### config.mk
export PLATFORM = sky130hd
export DESIGN_NAME = video_mode_ctrl_flat
export DESIGN_NICKNAME = d
export VERILOG_FILES = /design/src/rtl/video_mode_ctrl_if.sv /design/src/rtl/video_mode_ctrl.sv /design/src/flat_wrapper.sv
export SDC_FILE = /design/constraint.sdc
export NUM_CORES = 1
export LEC_CHECK = 0
export ABC_AREA = 1
export ABC_CLOCK_PERIOD_IN_PS = 1600
export CORE_MARGIN = 2
export CORE_UTILIZATION = 36
export CTS_CLUSTER_SIZE = 14
export DETAILED_ROUTE_END_ITERATION = 7
export PLACE_DENSITY = 0.78
export SLEW_MARGIN = 20
export SYNTH_ARGS = -nofsm -noshare
export SYNTH_HDL_FRONTEND = slang
export SYNTH_SLANG_ARGS = --single-unit
### constraint.sdc
create_clock -name clk -period 1.6 [get_ports clk]
set_clock_uncertainty 0.05 [all_clocks]
set_input_delay 0.24 -clock clk [delete_from_list [all_inputs] [get_ports clk]]
set_output_delay 0.24 -clock clk [all_outputs]
set_load 0.02 [all_outputs]
### src/rtl/video_mode_ctrl_if.sv
// Request/status and generator-side bus of the video mode controller.
// The slave modport is the controller and the master modport is whatever drives it.
interface video_mode_ctrl_if;
  logic        req_valid;
  logic [2:0]  req_mode;
  logic        req_ready;
  logic        done;
  logic        err;
  logic        busy;
  logic [2:0]  cur_mode;
  logic        vs_in;
  logic        vg_reset;
  logic [1:0]  clk_sel;
  logic        interlaced;
  logic [11:0] h_total;
  logic [11:0] h_fp;
  logic [11:0] h_sync;
  logic [11:0] h_bp;
  logic [11:0] v_total_0;
  logic [11:0] v_fp_0;
  logic [11:0] v_sync_0;
  logic [11:0] v_bp_0;
  logic [11:0] v_total_1;
  logic [11:0] v_fp_1;
  logic [11:0] v_sync_1;
  logic [11:0] v_bp_1;
  logic [11:0] hv_offset_1;
  logic [19:0] ramp_step;

  modport master (
    output req_valid, req_mode, vs_in,
    input  req_ready, done, err, busy, cur_mode, vg_reset, clk_sel, interlaced,
           h_total, h_fp, h_sync, h_bp, v_total_0, v_fp_0, v_sync_0, v_bp_0,
           v_total_1, v_fp_1, v_sync_1, v_bp_1, hv_offset_1, ramp_step
  );

  modport slave (
    input  req_valid, req_mode, vs_in,
    output req_ready, done, err, busy, cur_mode, vg_reset, clk_sel, interlaced,
           h_total, h_fp, h_sync, h_bp, v_total_0, v_fp_0, v_sync_0, v_bp_0,
           v_total_1, v_fp_1, v_sync_1, v_bp_1, hv_offset_1, ramp_step
  );
endinterface

### src/rtl/video_mode_ctrl.sv
// Sequences video mode changes on a vsync boundary, holding the generator in reset across
// the pixel-clock switch. Optional macro VMC_TIMEOUT_EN adds a stall timeout in WAIT_VS/LOCK.
module video_mode_ctrl #(
  parameter int unsigned SETTLE_CYCLES  = 256,
  parameter int unsigned LOCK_FRAMES    = 2,
  parameter int unsigned TIMEOUT_CYCLES = 4000000,
  parameter logic [2:0]  DEFAULT_MODE   = 3'd2
) (
  input logic              clk,
  input logic              reset,
  video_mode_ctrl_if.slave bus
);

  localparam int SW = $clog2(SETTLE_CYCLES);
  localparam int LW = $clog2(LOCK_FRAMES) + 1;
  localparam logic [SW-1:0] SETTLE_LAST = SW'(SETTLE_CYCLES - 1);
  localparam logic [LW-1:0] LOCK_LAST   = LW'(LOCK_FRAMES - 1);

  if (SETTLE_CYCLES < 2) begin : g_chk_settle
    $error("SETTLE_CYCLES must be at least 2");
  end
  if (LOCK_FRAMES < 1) begin : g_chk_lock
    $error("LOCK_FRAMES must be at least 1");
  end
  if (TIMEOUT_CYCLES < 1 || TIMEOUT_CYCLES > 32'd8388607) begin : g_chk_tmo
    $error("TIMEOUT_CYCLES must fit the 23-bit timeout counter");
  end
  if (DEFAULT_MODE > 3'd4) begin : g_chk_default
    $error("DEFAULT_MODE must be a valid mode code");
  end

  typedef enum logic [2:0] {IDLE, WAIT_VS, HOLD, SETTLE, LOCK} state_t;

  typedef struct packed {
    logic [1:0]  clk_sel;
    logic        interlaced;
    logic [11:0] h_total, h_fp, h_sync, h_bp;
    logic [11:0] v_total_0, v_fp_0, v_sync_0, v_bp_0;
    logic [11:0] v_total_1, v_fp_1, v_sync_1, v_bp_1;
    logic [11:0] hv_offset_1;
    logic [19:0] ramp_step;
  } timing_t;

  function automatic timing_t mode_entry(input logic [2:0] mode);
    timing_t t;
    t = '0;
    case (mode)
      3'd0: begin
        t.h_total = 12'd1716; t.h_fp = 12'd110; t.h_sync = 12'd40; t.h_bp = 12'd220;
        t.v_total_0 = 12'd262; t.v_fp_0 = 12'd5; t.v_sync_0 = 12'd5; t.v_bp_0 = 12'd20;
        t.clk_sel = 2'd0; t.ramp_step = 20'h00333;
      end
      3'd1: begin
        t.h_total = 12'd858; t.h_fp = 12'd16; t.h_sync = 12'd62; t.h_bp = 12'd60;
        t.v_total_0 = 12'd525; t.v_fp_0 = 12'd9; t.v_sync_0 = 12'd6; t.v_bp_0 = 12'd30;
        t.clk_sel = 2'd0; t.ramp_step = 20'h00333;
      end
      3'd2: begin
        t.h_total = 12'd1650; t.h_fp = 12'd110; t.h_sync = 12'd40; t.h_bp = 12'd220;
        t.v_total_0 = 12'd750; t.v_fp_0 = 12'd5; t.v_sync_0 = 12'd5; t.v_bp_0 = 12'd20;
        t.clk_sel = 2'd1; t.ramp_step = 20'h00333;
      end
      3'd3: begin
        t.h_total = 12'd2200; t.h_fp = 12'd88; t.h_sync = 12'd44; t.h_bp = 12'd148;
        t.v_total_0 = 12'd562; t.v_fp_0 = 12'd2; t.v_sync_0 = 12'd5; t.v_bp_0 = 12'd15;
        t.v_total_1 = 12'd563; t.v_fp_1 = 12'd2; t.v_sync_1 = 12'd5; t.v_bp_1 = 12'd16;
        t.interlaced = 1'b1; t.hv_offset_1 = 12'd1100;
        t.clk_sel = 2'd1; t.ramp_step = 20'h00222;
      end
      3'd4: begin
        t.h_total = 12'd2200; t.h_fp = 12'd88; t.h_sync = 12'd44; t.h_bp = 12'd148;
        t.v_total_0 = 12'd1125; t.v_fp_0 = 12'd4; t.v_sync_0 = 12'd5; t.v_bp_0 = 12'd36;
        t.clk_sel = 2'd2; t.ramp_step = 20'h00222;
      end
      default: t = '0;
    endcase
    return t;
  endfunction

  state_t        state_q, state_d;
  timing_t       timing_q, timing_d;
  logic [2:0]    cur_mode_q, cur_mode_d;
  logic [2:0]    pend_mode_q, pend_mode_d;
  logic [SW-1:0] settle_cnt_q, settle_cnt_d;
  logic [LW-1:0] lock_cnt_q, lock_cnt_d;
  logic [2:0]    vs_sync_q, vs_sync_d;
  logic          vs_rise_q, vs_rise_d;
  logic          vg_reset_q, vg_reset_d;
  logic          req_ready_q, req_ready_d;
  logic          busy_q, busy_d;
  logic          done_q, done_d;
  logic          err_q, err_d;
  logic          tmo_hit;

`ifdef VMC_TIMEOUT_EN
  localparam logic [22:0] TMO_LAST = 23'(TIMEOUT_CYCLES - 1);
  logic [22:0] tmo_cnt_q, tmo_cnt_d;
  assign tmo_hit = (tmo_cnt_q == TMO_LAST);
  // Free-running only while waiting on the generator; any other state parks it at zero.
  always_comb begin
    tmo_cnt_d = '0;
    if (state_q == WAIT_VS || state_q == LOCK) tmo_cnt_d = tmo_cnt_q + 1'b1;
  end
`else
  assign tmo_hit = 1'b0;
`endif

  always_comb begin
    state_d      = state_q;
    timing_d     = timing_q;
    cur_mode_d   = cur_mode_q;
    pend_mode_d  = pend_mode_q;
    settle_cnt_d = settle_cnt_q;
    lock_cnt_d   = lock_cnt_q;
    vg_reset_d   = vg_reset_q;
    done_d       = 1'b0;
    err_d        = 1'b0;
    vs_sync_d    = {vs_sync_q[1:0], bus.vs_in};
    vs_rise_d    = vs_sync_q[1] & ~vs_sync_q[2];

    case (state_q)
      IDLE: begin
        // vg_reset can only be high in IDLE during the post-reset settle period.
        if (vg_reset_q) begin
          if (settle_cnt_q == SETTLE_LAST) begin
            vg_reset_d   = 1'b0;
            settle_cnt_d = '0;
          end else begin
            settle_cnt_d = settle_cnt_q + 1'b1;
          end
        end
        if (bus.req_valid && req_ready_q) begin
          if (bus.req_mode > 3'd4) begin
            err_d = 1'b1;
          end else begin
            pend_mode_d = bus.req_mode;
            state_d     = WAIT_VS;
          end
        end
      end
      WAIT_VS: begin
        if (vs_rise_q || tmo_hit) begin
          state_d    = HOLD;
          vg_reset_d = 1'b1;
        end
      end
      HOLD: begin
        state_d      = SETTLE;
        vg_reset_d   = 1'b1;
        cur_mode_d   = pend_mode_q;
        timing_d     = mode_entry(pend_mode_q);
        settle_cnt_d = '0;
      end
      SETTLE: begin
        if (settle_cnt_q == SETTLE_LAST) begin
          vg_reset_d = 1'b0;
          lock_cnt_d = '0;
          state_d    = LOCK;
        end else begin
          settle_cnt_d = settle_cnt_q + 1'b1;
        end
      end
      LOCK: begin
        if (vs_rise_q && lock_cnt_q == LOCK_LAST) begin
          done_d  = 1'b1;
          state_d = IDLE;
        end else if (vs_rise_q) begin
          lock_cnt_d = lock_cnt_q + 1'b1;
        end else if (tmo_hit) begin
          err_d   = 1'b1;
          state_d = IDLE;
        end
      end
      default: state_d = IDLE;
    endcase

    req_ready_d = (state_d == IDLE);
    busy_d      = (state_d != IDLE);
  end

  always_ff @(posedge clk or posedge reset) begin
    if (reset) begin
      state_q      <= IDLE;
      timing_q     <= mode_entry(DEFAULT_MODE);
      cur_mode_q   <= DEFAULT_MODE;
      pend_mode_q  <= DEFAULT_MODE;
      settle_cnt_q <= '0;
      lock_cnt_q   <= '0;
      vs_sync_q    <= '0;
      vs_rise_q    <= 1'b0;
      vg_reset_q   <= 1'b1;
      req_ready_q  <= 1'b1;
      busy_q       <= 1'b0;
      done_q       <= 1'b0;
      err_q        <= 1'b0;
`ifdef VMC_TIMEOUT_EN
      tmo_cnt_q    <= '0;
`endif
    end else begin
      state_q      <= state_d;
      timing_q     <= timing_d;
      cur_mode_q   <= cur_mode_d;
      pend_mode_q  <= pend_mode_d;
      settle_cnt_q <= settle_cnt_d;
      lock_cnt_q   <= lock_cnt_d;
      vs_sync_q    <= vs_sync_d;
      vs_rise_q    <= vs_rise_d;
      vg_reset_q   <= vg_reset_d;
      req_ready_q  <= req_ready_d;
      busy_q       <= busy_d;
      done_q       <= done_d;
      err_q        <= err_d;
`ifdef VMC_TIMEOUT_EN
      tmo_cnt_q    <= tmo_cnt_d;
`endif
    end
  end

  assign bus.req_ready   = req_ready_q;
  assign bus.busy        = busy_q;
  assign bus.done        = done_q;
  assign bus.err         = err_q;
  assign bus.cur_mode    = cur_mode_q;
  assign bus.vg_reset    = vg_reset_q;
  assign bus.clk_sel     = timing_q.clk_sel;
  assign bus.interlaced  = timing_q.interlaced;
  assign bus.h_total     = timing_q.h_total;
  assign bus.h_fp        = timing_q.h_fp;
  assign bus.h_sync      = timing_q.h_sync;
  assign bus.h_bp        = timing_q.h_bp;
  assign bus.v_total_0   = timing_q.v_total_0;
  assign bus.v_fp_0      = timing_q.v_fp_0;
  assign bus.v_sync_0    = timing_q.v_sync_0;
  assign bus.v_bp_0      = timing_q.v_bp_0;
  assign bus.v_total_1   = timing_q.v_total_1;
  assign bus.v_fp_1      = timing_q.v_fp_1;
  assign bus.v_sync_1    = timing_q.v_sync_1;
  assign bus.v_bp_1      = timing_q.v_bp_1;
  assign bus.hv_offset_1 = timing_q.hv_offset_1;
  assign bus.ramp_step   = timing_q.ramp_step;

endmodule

### src/flat_wrapper.sv
// flat-port wrapper written by rule: the top's interface ports become plain ports
module video_mode_ctrl_flat 
#(
  parameter int unsigned SETTLE_CYCLES  = 256,
  parameter int unsigned LOCK_FRAMES    = 2,
  parameter int unsigned TIMEOUT_CYCLES = 4000000,
  parameter logic [2:0]  DEFAULT_MODE   = 3'd2
)
  (clk, reset, bus_req_valid, bus_req_mode, bus_vs_in, bus_req_ready, bus_done, bus_err, bus_busy, bus_cur_mode, bus_vg_reset, bus_clk_sel, bus_interlaced, bus_h_total, bus_h_fp, bus_h_sync, bus_h_bp, bus_v_total_0, bus_v_fp_0, bus_v_sync_0, bus_v_bp_0, bus_v_total_1, bus_v_fp_1, bus_v_sync_1, bus_v_bp_1, bus_hv_offset_1, bus_ramp_step);
  video_mode_ctrl_if bus_i ();
  input logic clk;
  input logic reset;
  input wire logic [$bits(bus_i.req_valid)-1:0] bus_req_valid;
  input wire logic [$bits(bus_i.req_mode)-1:0] bus_req_mode;
  input wire logic [$bits(bus_i.vs_in)-1:0] bus_vs_in;
  output wire logic [$bits(bus_i.req_ready)-1:0] bus_req_ready;
  output wire logic [$bits(bus_i.done)-1:0] bus_done;
  output wire logic [$bits(bus_i.err)-1:0] bus_err;
  output wire logic [$bits(bus_i.busy)-1:0] bus_busy;
  output wire logic [$bits(bus_i.cur_mode)-1:0] bus_cur_mode;
  output wire logic [$bits(bus_i.vg_reset)-1:0] bus_vg_reset;
  output wire logic [$bits(bus_i.clk_sel)-1:0] bus_clk_sel;
  output wire logic [$bits(bus_i.interlaced)-1:0] bus_interlaced;
  output wire logic [$bits(bus_i.h_total)-1:0] bus_h_total;
  output wire logic [$bits(bus_i.h_fp)-1:0] bus_h_fp;
  output wire logic [$bits(bus_i.h_sync)-1:0] bus_h_sync;
  output wire logic [$bits(bus_i.h_bp)-1:0] bus_h_bp;
  output wire logic [$bits(bus_i.v_total_0)-1:0] bus_v_total_0;
  output wire logic [$bits(bus_i.v_fp_0)-1:0] bus_v_fp_0;
  output wire logic [$bits(bus_i.v_sync_0)-1:0] bus_v_sync_0;
  output wire logic [$bits(bus_i.v_bp_0)-1:0] bus_v_bp_0;
  output wire logic [$bits(bus_i.v_total_1)-1:0] bus_v_total_1;
  output wire logic [$bits(bus_i.v_fp_1)-1:0] bus_v_fp_1;
  output wire logic [$bits(bus_i.v_sync_1)-1:0] bus_v_sync_1;
  output wire logic [$bits(bus_i.v_bp_1)-1:0] bus_v_bp_1;
  output wire logic [$bits(bus_i.hv_offset_1)-1:0] bus_hv_offset_1;
  output wire logic [$bits(bus_i.ramp_step)-1:0] bus_ramp_step;
  assign bus_i.req_valid = bus_req_valid;
  assign bus_i.req_mode = bus_req_mode;
  assign bus_i.vs_in = bus_vs_in;
  assign bus_req_ready = bus_i.req_ready;
  assign bus_done = bus_i.done;
  assign bus_err = bus_i.err;
  assign bus_busy = bus_i.busy;
  assign bus_cur_mode = bus_i.cur_mode;
  assign bus_vg_reset = bus_i.vg_reset;
  assign bus_clk_sel = bus_i.clk_sel;
  assign bus_interlaced = bus_i.interlaced;
  assign bus_h_total = bus_i.h_total;
  assign bus_h_fp = bus_i.h_fp;
  assign bus_h_sync = bus_i.h_sync;
  assign bus_h_bp = bus_i.h_bp;
  assign bus_v_total_0 = bus_i.v_total_0;
  assign bus_v_fp_0 = bus_i.v_fp_0;
  assign bus_v_sync_0 = bus_i.v_sync_0;
  assign bus_v_bp_0 = bus_i.v_bp_0;
  assign bus_v_total_1 = bus_i.v_total_1;
  assign bus_v_fp_1 = bus_i.v_fp_1;
  assign bus_v_sync_1 = bus_i.v_sync_1;
  assign bus_v_bp_1 = bus_i.v_bp_1;
  assign bus_hv_offset_1 = bus_i.hv_offset_1;
  assign bus_ramp_step = bus_i.ramp_step;
  video_mode_ctrl #(.SETTLE_CYCLES(SETTLE_CYCLES), .LOCK_FRAMES(LOCK_FRAMES), .TIMEOUT_CYCLES(TIMEOUT_CYCLES), .DEFAULT_MODE(DEFAULT_MODE)) u_core (.clk(clk), .reset(reset), .bus(bus_i));
endmodule
==> run_results.csv <==
group,metric,value,unit
run_status,status,"complete, no violations",
critical_path,startpoint_type,"flop",
power,p_clk_share,11.5,%
placed_design,numPortBuffers,88,
worst_hold_path,hp-class,"in -> async",
finish,seq_area,0.00135,mm^2
synth,syn_inst,420,
critical_path,reg2reg_depth,8,
finish,fillers,990,
finish,final_util,40.3,%
sta,rsz0062_at_grt,"false",
synth,synth.largest_area_cell,"buf_4",
detailed_routing,vias_per_cell,3.99,
sta,min_period,1.55,ns
critical_path,r2r_setup_slack,0.12,ns
global_routing,grt_pass1_wl,10100,um
clock_network,root_buffer,"clkbuf_8",
critical_path,cp-end-kind,"output port",
power,powerDensity,1720,mW/mm^2
detailed_routing,wire_per_inst,10.5,um
critical_path,cp_max_fo,1,
synth,ys_seq_area_share,37.7,%
clock_network,cts.path.max_buffers,2,
global_routing,grt_pass1_vias,2127,
global_routing,grt_start_max_net_pins,54,
synth,synthTopCellsByCount,"buf_4 (154), nand2_1 (80), dfrtp_1 (34), inv_1 (23), dfstp_2 (19)",
critical_path,rr_startpoint,"u_core.settle_cnt_q[0]$_DFFE_PP0P_",
power,sw_frac_of_total,48.7,%
sta,setup_tns,0,ns
power,internal_power,0.00345,W
die,die_x,104,um
die,design.die.area,0.0108,mm^2
detailed_routing,vias,2397,
power,peakVddDrop,0.577,mV
critical_path,crit_buf_inv,1,
detailed_routing,first_pass_iters,4,
synth,ys_types,35,
sta,slew_viol_final,0,
critical_path,path_class,"reg -> out",
critical_path,crit_path_cell_trace,"clkdlybuf4s50_1",
detailed_routing,ant_nets,0,
synth,avgSynthCellArea,8.52,um^2
sta,hold_slack,0.223,ns
sta,setup_viol,0,
finish,synthToLayoutAreaGrowth,9.51,%
clock_network,hold_buffers,0,
global_routing,antenna_found_initial,0,
clock_network,cts_tree,"yes",
detailed_routing,drcViolationCount,0,
finish,final_nets,476,
synth,synth_area_leaders,"buf_4 (32%), dfrtp_1 (24%), dfstp_2 (14%)",
detailed_routing,routed_wl,6330,um
power,p_seq_share,33.7,%
sta,finalHoldViolations,0,
clock_network,path_clk_slew,0.10,ns
die,ios,194,
critical_path,crit_slowest_cell,"clkdlybuf4s50_1",
die,start_util,36.8,%
power,p_switching,0.00327,W
synth,syn-cell-area,0.00358,mm^2
detailed_routing,drtIter0Drc,72,
clock_network,cts.sinks,53,
finish,drive_above_1_share,13.7,%
sta,fin_crit_sh,96.6,%
power,leakage,2.29,nW
synth,synth-edff-count,0,
clock_network,htreeDepth,2,
placed_design,gp_congestion,0.753,
die,die_height,104,um
critical_path,path_delay_family,"buffers and inverters",
die,core_area,0.00973,mm^2
synth,yosysMostFrequentCell,"buf_4",
critical_path,worstReg2RegEnd,"u_core.lock_cnt_q[1]$_DFFE_PP0P_",
critical_path,cpPeakStageDelay,0.61,ns
synth,synthArstFlopShare,100,%
synth,synth_ff_type,"dfrtp_1",
power,pwr-share-comb,54.8,%
die,num_rows,36,
synth,yosys_warnings,0,
sta,fmax,647,MHz
global_routing,grtUsageTotal,11.2,%
finish,multi_input_area,0.00134,mm^2
job,maxCapViolations,0,
global_routing,overflow,0,
critical_path,worst_ep_arrival_time,1.26,ns
critical_path,worstPathRequired,1.31,ns
clock_network,clk_latency,0.31,ns
synth,synth.ff_latch_count,53,
synth,yosysTopAreaCellShare,32.3,%
finish,antenna-diode-count,0,
clock_network,numCtsBuffers,5,
placed_design,dp_hpwl,4820,um
[placed cells by master, fill, tap and decap left out, drive strengths merged]
cell type	count
conb	105
xnor2	1
nor2	20
and2	1
dfrtp	34
buf	6
nor3b	1
o211ai	2
clkbuf	6
xor2	1
nand4	3
a2bb2oi	1
nor3	3
or2	1
ha	2
a21oi	6
nand2	90
dlymetal6s2s	5
nand3	20
clkdlybuf4s15	1
dfstp	19
clkinv	2
o21a	1
inv	31
dlygate4sd2	74
o31ai	1
clkdlybuf4s50	8
o21ai	23
[per-layer routing]
| metal | wire length, um | share of wire [%] | track usage, % | up-vias |
|---|---|---|---|---|
| li1 | - | - | - | 1145 |
| met1 | 2480 | 39 | 12.6 | 1115 |
| met3 | 605 | 9.6 | 3.59 | 9 |
| met4 | 64 | 1.0 | 3.96 | 0 |
| met5 | 0 | 0 | 0 | - |
| met2 | 3170 | 50 | 20.0 | 128 |
[timing repair]
action                                 4_1_cts  5_1_grt
gates cloned                                 0        0
endpoints found under the hold margin        0        0
setup buffers                                0        3
gates resized for setup                     76        8
setup endpoints to repair                   75       12
pin swaps                                    0        1
[registers in the layout, summed over array words and instances (netlist names), 2 cells and up]
register / count
u_core.settle_cnt_q: 8
u_core.bus.v_total_0: 9
u_core.bus.h_total: 2
u_core.bus.clk_sel: 2
u_core.bus.v_sync_0: 2
u_core.lock_cnt_q: 2
u_core.bus.ramp_step: 2
u_core.vs_sync_q: 3
u_core.pend_mode_q: 3
u_core.bus.v_bp_0: 4
u_core.state_q: 3
u_core.bus.cur_mode: 3
[power groups by stage]
stage                     clock, W  combinational, W  sequential (W)
after floorplan                  0           0.00286         0.00259
after global placement           0           0.00400         0.00231
after detailed placement         0           0.00409         0.00232
after CTS                 0.000804           0.00364         0.00228
after global routing      0.000852           0.00398         0.00236
final                     0.000775           0.00369         0.00227
[how the worst max path moves through the flow]
stage	startpoint	endpoint	cells past startpoint
global placement	u_core.bus.hv_offset_1[6]$_DFFE_PP0P_	bus_v_total_1[5]	1
CTS	u_core.bus.v_total_0[0]$_DFFE_PP0P_	bus_v_total_0[0]	1
detailed placement	u_core.bus.hv_offset_1[6]$_DFFE_PP0P_	bus_v_total_1[4]	1
floorplan	reset	u_core.bus.busy$_DFF_PP0_	1
global route	u_core.bus.v_bp_0[2]$_DFFE_PP1P_	bus_v_sync_0[2]	1
finish	u_core.bus.done$_DFF_PP0_	bus_done	1
[cell type report]
class	count	area share (%)
clock buffer	6	1.85
clock inverter	2	0.351
inverter	31	3.00
multi-input combinational	282	34.2
sequential	53	34.5
tap	133	4.25
timing repair buffer	94	21.9
[cells by family after synthesis]
| logic type | after synthesis | synth area share (%) |
|---|---|---|
| other cells | 1 | 0.105 |
| buf+inv | 189 | 36.1 |
| compound gates | 34 | 5.14 |
| xor+xnor | 2 | 0.489 |
| fa+ha+maj | 2 | 0.699 |
| simple gates | 139 | 19.7 |
| flops | 53 | 37.7 |
[metrics by stage]
| step | total power (W) | instance area (um^2) | worst slack [ns] | std cells |
|---|---|---|---|---|
| global placement | 0.00630 | 3880 | 0.0952 | 590 |
| global route | 0.00719 | 3920 | 0.00606 | 601 |
| detailed placement | 0.00641 | 3880 | 0.0530 | 590 |
| floorplan | 0.00545 | 3970 | 0.0552 | 524 |
| CTS | 0.00672 | 3870 | 0.00707 | 598 |
| finish | 0.00673 | 3920 | 0.0548 | 601 |
Note: power is estimated with default switching activity, not from simulation.
